==> config.mk <==
export PLATFORM = sky130hd
export DESIGN_NAME = pc_stack
export DESIGN_NICKNAME = d
export VERILOG_FILES = /design/src/rtl/pc_stack.sv
export SDC_FILE = /design/constraint.sdc
export NUM_CORES = 1
export LEC_CHECK = 0
export ABC_AREA = 1
export ABC_CLOCK_PERIOD_IN_PS = 3500
export BUFFER_PORTS_ARGS = -buffer_cell sky130_fd_sc_hd__buf_4
export CELL_PAD_IN_SITES_DETAIL_PLACEMENT = 0
export CELL_PAD_IN_SITES_GLOBAL_PLACEMENT = 1
export CORE_MARGIN = 8
export CORE_UTILIZATION = 35
export DETAILED_ROUTE_END_ITERATION = 10
export GPL_ROUTABILITY_DRIVEN = 0
export MAX_ROUTING_LAYER = met4
export PLACE_DENSITY = 0.58
export SETUP_SLACK_MARGIN = 0.4
export SLEW_MARGIN = 5
export SYNTH_ARGS = -nofsm -noshare
export SYNTH_HDL_FRONTEND = slang
export SYNTH_SLANG_ARGS = --single-unit
==> constraint.sdc <==
create_clock -name clk -period 3.5 [get_ports clk]
set_input_delay 0.525 -clock clk [delete_from_list [all_inputs] [get_ports clk]]
set_output_delay 0.525 -clock clk [all_outputs]
set_load 0.05 [all_outputs]
==> src/rtl/pc_stack.sv <==
// Program counter with an integrated LIFO return-address stack for the Hack CPU.
// Supports reset/load/increment/hold, plus call (push out+1) and return (pop to out).
module pc_stack #(
    parameter int unsigned      WIDTH       = 16,
    parameter int unsigned      DEPTH       = 8,
    parameter logic [WIDTH-1:0] RESET_VALUE = '0
) (
    input  logic                       clk,
    input  logic                       rst_n,
    input  logic [WIDTH-1:0]           in,
    input  logic                       load,
    input  logic                       inc,
    input  logic                       push,
    input  logic                       pop,
    output logic [WIDTH-1:0]           out,
    output logic [$clog2(DEPTH+1)-1:0] count,
    output logic                       empty,
    output logic                       full,
    output logic                       overflow,
    output logic                       underflow
);

    localparam int unsigned CW = $clog2(DEPTH + 1);
    localparam int unsigned AW = $clog2(DEPTH);

    logic [WIDTH-1:0] stack_q [DEPTH];
    logic [WIDTH-1:0] out_q, out_d;
    logic [CW-1:0]    count_q, count_d;
    logic             ovf_q, ovf_d;
    logic             unf_q, unf_d;

    logic             empty_s, full_s;
    logic [CW-1:0]    top_pos_s;
    logic [WIDTH-1:0] top_s;
    logic [WIDTH-1:0] ret_addr_s;
    logic             wr_en_s;
    logic [AW-1:0]    wr_idx_s;

    assign empty_s    = (count_q == '0);
    assign full_s     = (count_q == CW'(DEPTH));
    assign top_pos_s  = count_q - CW'(1);
    assign top_s      = stack_q[top_pos_s[AW-1:0]];
    assign ret_addr_s = out_q + WIDTH'(1);

    // Next-state decode for address, stack pointer, error flags and stack write port
    always_comb begin
        out_d    = out_q;
        count_d  = count_q;
        ovf_d    = ovf_q;
        unf_d    = unf_q;
        wr_en_s  = 1'b0;
        wr_idx_s = count_q[AW-1:0];
        if (push && pop && !empty_s) begin
            // Return and call in one cycle: swap the top entry in place
            out_d    = top_s;
            wr_en_s  = 1'b1;
            wr_idx_s = top_pos_s[AW-1:0];
        end else begin
            if (pop && !empty_s) begin
                out_d   = top_s;
                count_d = count_q - CW'(1);
            end else begin
                if (pop) begin
                    unf_d = 1'b1;
                end else begin
                    unf_d = unf_q;
                end
                if (load) begin
                    out_d = in;
                end else if (inc) begin
                    out_d = ret_addr_s;
                end else begin
                    out_d = out_q;
                end
            end
            if (push && !full_s) begin
                wr_en_s = 1'b1;
                count_d = count_q + CW'(1);
            end else if (push) begin
                ovf_d = 1'b1;
            end else begin
                ovf_d = ovf_q;
            end
        end
    end

    // Address, occupancy and sticky error registers with synchronous reset
    always_ff @(posedge clk) begin
        if (!rst_n) begin
            out_q   <= RESET_VALUE;
            count_q <= '0;
            ovf_q   <= 1'b0;
            unf_q   <= 1'b0;
        end else begin
            out_q   <= out_d;
            count_q <= count_d;
            ovf_q   <= ovf_d;
            unf_q   <= unf_d;
        end
    end

    // Stack storage; contents are meaningless after reset so no clear is needed
    always_ff @(posedge clk) begin
        if (rst_n && wr_en_s) begin
            stack_q[wr_idx_s] <= ret_addr_s;
        end
    end

    assign out       = out_q;
    assign count     = count_q;
    assign empty     = empty_s;
    assign full      = full_s;
    assign overflow  = ovf_q;
    assign underflow = unf_q;

endmodule

==> impl_metrics.yaml, run 1 <==
routing:
  ant_nets: 0
  dr.pass1.iters: 5
  drc_errors: 0
  dr.first_iter.drc_count: 311
  vias: 4950
  post_drt_wl_per_cell_um: 20.3
  wl_um: 20100
  routed_via_density: 4.99
cts:
  htreeDepth: 4
  clock_path_buffers: 2
  postCtsSetupBuffers: 0
  cts.sinks: 150
  clk_pin_slew_worst_paths_ns: 0.07
  root_buffer: "clkbuf_16"
  cts_hold_buffers: 0
  numCtsBuffers: 17
  post_cts_resized: 0
  cts_tree: "built"
  clock_latency_ns: 0.43
timing:
  slew_violations: 0
  rsz0062_at_grt: "no"
  relSlewSlack_pct: 33.5
  fin_crit_ns: 2.64
  setup_slack_ns: 0.857
  fin_skew_ns: 0.0122
  hold_violations: 0
  max_freq_mhz: 378
  holdWs_ns: 0.429
  setup_viol: 0
  setup_tns_ns: 0
  fin_crit_sh_pct: 75.5
  worst_slew_pin_slew_ns: 0.991
cells_and_area:
  layout_commonest_cell: "nand2_1"
  drive_above_1_share_pct: 21.2
  layout_common_cells: "213 x nand2_1, 128 x edfxtp_1, 110 x nand3_1, 55 x buf_4, 26 x a21oi_1"
  area_growth_pct: 16.4
  fin_nets: 739
  diodes: 0
  num-fill-cells: 1858
  fin_util_pct: 41.5
  final_cells: 992
die:
  core_region_area_um2: 19500
  dieWidth_um: 157
  initial_core_util_pct: 35.6
  rows: 51
  pin_count: 46
  die_h_um: 157
  die_area_um2: 24600
yosys:
  syn_area_per_cell_um2: 10.3
  synth_fp_nets: 700
  netlist_instances: 675
  ys_top_cells_by_area: "edfxtp_1 55%, nand2_1 12%, nand3_1 7.9%"
  syn_area_um2: 6930
  synth_area_leader_cell: "edfxtp_1"
  ys_warn_count: 0
  synth-seq-cells: 150
  synth-seq-area-share_pct: 61.8
  ys_types: 40
  synth_top_area_share_pct: 55.4
worst_setup_path:
  cp-end-kind: "register"
  reg2reg_depth: 9
  worstPathRequired_ns: 3.54
  r2r-start: "count[1]"
  crit_type: "register to register"
  arrival_ns: 2.68
  crit_path_end: "stack_q[7][1]"
  r2r-end: "stack_q[7][1]"
  path_max_fanout: 16
  cp-startpoint: "count[1]"
  rrSetupSlack_ns: 0.86
  start_kind: "register"
global_route:
  grtUsageTotal_pct: 17.3
  grt_first_pass_wirelength_um: 30200
  grt_pass1_vias: 4873
  gr-total-overflow: 0
  grt_max_degree: 70
  antenna_found_initial: 0
placed_design:
  dp.cells: 960
  pre_cts_ws_ns: 0.839
  port_buffers: 45
  hpwl_um: 13000
power_and_ir_drop:
  vdd_ir_drop_max_mv: 0.364
  leakage_nw: 3.02
  cellPowerDensity_nw_per_um2: 890
worst_hold_path:
  hp-class: "input port to register"
run_status:
  outcome: "finished clean"
flow_run:
  max-cap-violations: 0
## worst max-delay path, stage by stage (launching register included)
cell and delay, ns:
dfxtp_1 0.38, inv_1 0.10, ha_1 0.25, nand3_2 0.12, inv_2 0.06, nor2_4 0.14, inv_2 0.09, a21oi_2 0.14
nand2_1 0.16, nor2_2 0.80
## worst min path at each step
stage	from	end	slack, ns	cells after the start
6_report	rst_n	count[3]	0.43	3
5_1_grt	pop	underflow	0.41	3
3_3_place_gp	overflow	overflow	0.45	2
2_1_floorplan	stack_q[7][1]	out[1]	0.63	5
3_5_place_dp	underflow	underflow	0.45	2
4_1_cts	pop	underflow	0.41	3
## cell families (layout without fill, tap and decap cells)
kind of cell    after synthesis  in the layout  synth area share [%]
xor+xnor                      9              9                  1.57
mux                           1              1                 0.144
simple gates                381            381                  25.1
compound gates               65             65                  6.01
flops                       150            150                  61.8
fa+ha+maj                     3              3                 0.541
buf+inv                      66            118                  4.87
## layout make-up
cell class | instances | area [um^2] | share of cell area, %
well taps | 265 | 332 | 4.11
flip-flops and latches | 150 | 4290 | 53.1
repair buffers | 55 | 413 | 5.12
clock buffers | 17 | 425 | 5.27
clock inverters | 15 | 159 | 1.97
inverters | 31 | 116 | 1.44
multi-input cells | 459 | 2340 | 29.0
## routing by layer
| metal | wire length [um] | track usage [%] |
|---|---|---|
| met1 | 8720 | 20.3 |
| met5 | 0 | - |
| met2 | 10400 | 29.4 |
| met3 | 574 | 2.92 |
| met4 | 462 | 6.82 |
## power breakdown
part	switching [mW]	internal, mW
clock	0.806	1.01
combinational	2.05	0.747
sequential	0.206	2.36
## synthesized netlist by cell type
master,number
inv_1,24
nor2_1,19
nand2_2,9
o21ai_1,3
a21oi_4,1
clkinv_1,1
a21oi_2,11
buf_4,8
nand3_1,110
o21ai_0,14
and2_1,3
clkbuf_1,5
o211ai_1,1
o21ai_2,4
o21a_1,2
mux2i_1,1
xnor2_1,2
xor2_1,3
nor2_2,4
a211oi_1,1
buf_6,3
nand2_4,1
o31ai_1,1
a21oi_1,26
nor2_4,5
ha_1,3
o21ai_4,1
nand3b_1,2
inv_2,6
buf_1,1
edfxtp_1,128
dfxtp_1,22
nand3_2,11
nor3_1,1
nand4_1,3
buf_2,17
buf_12,1
xor2_2,2
xnor2_2,2
nand2_1,213
## per-stage QoR
| stage | area [um^2] | total power, mW |
|---|---|---|
| finish | 8070 | 7.18 |
| global route | 8070 | 7.58 |
| CTS | 8070 | 7.27 |
| detailed placement | 7480 | 5.46 |
| global placement | 7480 | 5.45 |
| floorplan | 6930 | 4.54 |
## state kept, by name, indices dropped and copies added, names as in the netlist
register	flops
out	16
count	4
stack_q	128
underflow	1
overflow	1
Note: power is estimated with default switching activity, not from simulation.
==> inputs of run 2 (changes only) <==
--- a/config.mk
+++ b/config.mk
@@ -6,7 +6,7 @@
 export NUM_CORES = 1
 export LEC_CHECK = 0
 export ABC_AREA = 1
-export ABC_CLOCK_PERIOD_IN_PS = 3500
+export ABC_CLOCK_PERIOD_IN_PS = 2500
 export BUFFER_PORTS_ARGS = -buffer_cell sky130_fd_sc_hd__buf_4
 export CELL_PAD_IN_SITES_DETAIL_PLACEMENT = 0
 export CELL_PAD_IN_SITES_GLOBAL_PLACEMENT = 1
==> constraint.sdc (replaced) <==
create_clock -name clk -period 2.5 [get_ports clk]
set_input_delay 0.375 -clock clk [delete_from_list [all_inputs] [get_ports clk]]
set_output_delay 0.375 -clock clk [all_outputs]
set_load 0.05 [all_outputs]
==> run 2 against run 1 <==
  * Sequential share of layout area fell by 3.1 points
  * Clock skew fell by 0.0057 ns
  * Sequential power rose by 39%
  * Setup slack got worse by 0.46 ns
  * Critical path type unchanged
  * First-iteration DRC count rose by 5.5%
  * Count of clock-buffer cells in the layout rose by 1
  * Largest cell class unchanged
  * Maximum frequency rose by 26%
  * Clock power rose by 47%
  * Cell count rose by 2.6%
  * Combinational power rose by 59%
  * Core utilization rose by 2.7 points
==> impl_metrics.yaml, run 2 (same netlist as run 1, synthesis figures left out) <==
run_status:
  outcome: "finished clean"
die:
  die_h_um: 157
  pin_count: 46
  rows: 51
  core_region_area_um2: 19500
  die_area_um2: 24600
  initial_core_util_pct: 35.6
  dieWidth_um: 157
routing:
  post_drt_wl_per_cell_um: 20.1
  vias: 5006
  ant_nets: 0
  dr.pass1.iters: 7
  dr.first_iter.drc_count: 328
  drc_errors: 0
  wl_um: 20400
  routed_via_density: 4.92
cells_and_area:
  num-fill-cells: 1826
  drive_above_1_share_pct: 26.2
  final_cells: 1018
  multi_input_area_um2: 2480
  layout_common_cells: "201 x nand2_1, 128 x edfxtp_1, 110 x nand3_1, 70 x buf_4, 26 x a21oi_1"
  area_growth_pct: 23.8
  largest_reg_flops: 128
  regMostFlops: "stack_q"
  diodes: 0
  seq_area_um2: 4290
  fin_nets: 765
  layout_commonest_cell: "nand2_1"
power_and_ir_drop:
  leakage_nw: 3.21
  cellPowerDensity_nw_per_um2: 1250
  vdd_ir_drop_max_mv: 0.528
worst_setup_path:
  crit_path_end: "stack_q[3][5]"
  arrival_ns: 2.24
  reg2reg_depth: 10
  cp-startpoint: "count[1]"
  start_kind: "register"
  r2r-end: "stack_q[3][5]"
  rrSetupSlack_ns: 0.40
  path_max_fanout: 8
  crit_type: "register to register"
  r2r-start: "count[1]"
  cp-end-kind: "register"
  worstPathRequired_ns: 2.64
cts:
  clock_latency_ns: 0.42
  root_buffer: "clkbuf_16"
  numCtsBuffers: 17
  cts_hold_buffers: 0
  cts.sinks: 150
  clock_path_buffers: 2
  clk_pin_slew_worst_paths_ns: 0.06
  htreeDepth: 4
  cts_tree: "built"
global_route:
  gr-total-overflow: 0
  grtUsageTotal_pct: 17.5
  grt_max_degree: 70
  antenna_found_initial: 0
  grt_pass1_vias: 4889
  grt_first_pass_wirelength_um: 30400
timing:
  rsz0062_at_grt: "yes"
  slew_violations: 0
  hold_violations: 0
  worst_slew_pin_slew_ns: 0.635
  fin_crit_ns: 2.10
  max_freq_mhz: 476
  fin_crit_sh_pct: 84.0
  setup_viol: 0
  setup_tns_ns: 0
  relSlewSlack_pct: 57.6
  holdWs_ns: 0.245
  fin_skew_ns: 0.00651
worst_hold_path:
  hp-class: "input port to register"
flow_run:
  max-cap-violations: 0
placed_design:
  port_buffers: 45
  dp.cells: 975
  hpwl_um: 13900
## run 2: cell types whose count changed in the layout (fill, tap and decap cells not counted), sizes merged
cell      before  now
clkinvlp       1    3
bufinv         1    4
clkbuf        17   19
clkinv         5    7
buf           55   80
inv           39   31
## run 2: power breakdown
| group | switching (mW) | internal (mW) | total, mW |
|---|---|---|---|
| clock network | 1.02 | 1.66 | 2.68 |
| registers | 0.268 | 3.31 | 3.58 |
| logic | 3.09 | 1.36 | 4.44 |
| total | 4.38 | 6.33 | 10.7 |
## run 2: cell type report
type | instances | share of cell area, %
clock buffer | 18 | 5.00
sequential | 150 | 50.0
timing repair buffer | 81 | 8.58
tap | 265 | 3.86
multi-input combinational | 459 | 28.8
clock inverter | 14 | 2.11
inverter | 31 | 1.59
## run 2: stage by stage
step                util (%)  worst slack, ns  cell area, um^2  power, mW
floorplan                  -           0.0415             7110       6.58
global placement        39.8            0.287             7750       7.94
detailed placement      39.8            0.227             7750       7.97
CTS                     43.6            0.400             8480       10.7
global route            44.1            0.333             8590       11.3
finish                  44.1            0.400             8590       10.7
## run 2: worst min-delay path by stage
| stage | from | endpoint | slack [ns] | cells past startpoint |
|---|---|---|---|---|
| 4_1_cts | pop | underflow | 0.23 | 3 |
| 6_report | pop | underflow | 0.24 | 3 |
| 5_1_grt | pop | underflow | 0.25 | 3 |
| 3_5_place_dp | underflow | underflow | 0.44 | 2 |
| 3_3_place_gp | overflow | overflow | 0.44 | 2 |
| 2_1_floorplan | rst_n | count[0] | 0.50 | 2 |
## run 2: timing repair
action	in CTS	in global routing
gates cloned	0	1
gates resized for setup	5	17
endpoints found under the setup margin	130	143
pin swaps	5	5
buffers inserted	6	4
## run 2: metal layers
metal  up-vias  GRT usage [%]  routed length [um]
met5         -              -                   0
met4         0           5.90                 380
met3        26           3.59                 787
met2       118           29.0               10300
met1      2419           21.0                8950
li1       2443              -                   -
## run 2: worst max-delay path, cell delays in order, from the launching register on
cell,delay (ns)
dfxtp_4,0.38
inv_6,0.04
ha_4,0.17
nand3_4,0.09
inv_8,0.04
nor2_4,0.19
clkinv_4,0.14
a21oi_4,0.21
nand2_4,0.13
nor2_4,0.22
clkbuf_16,0.20
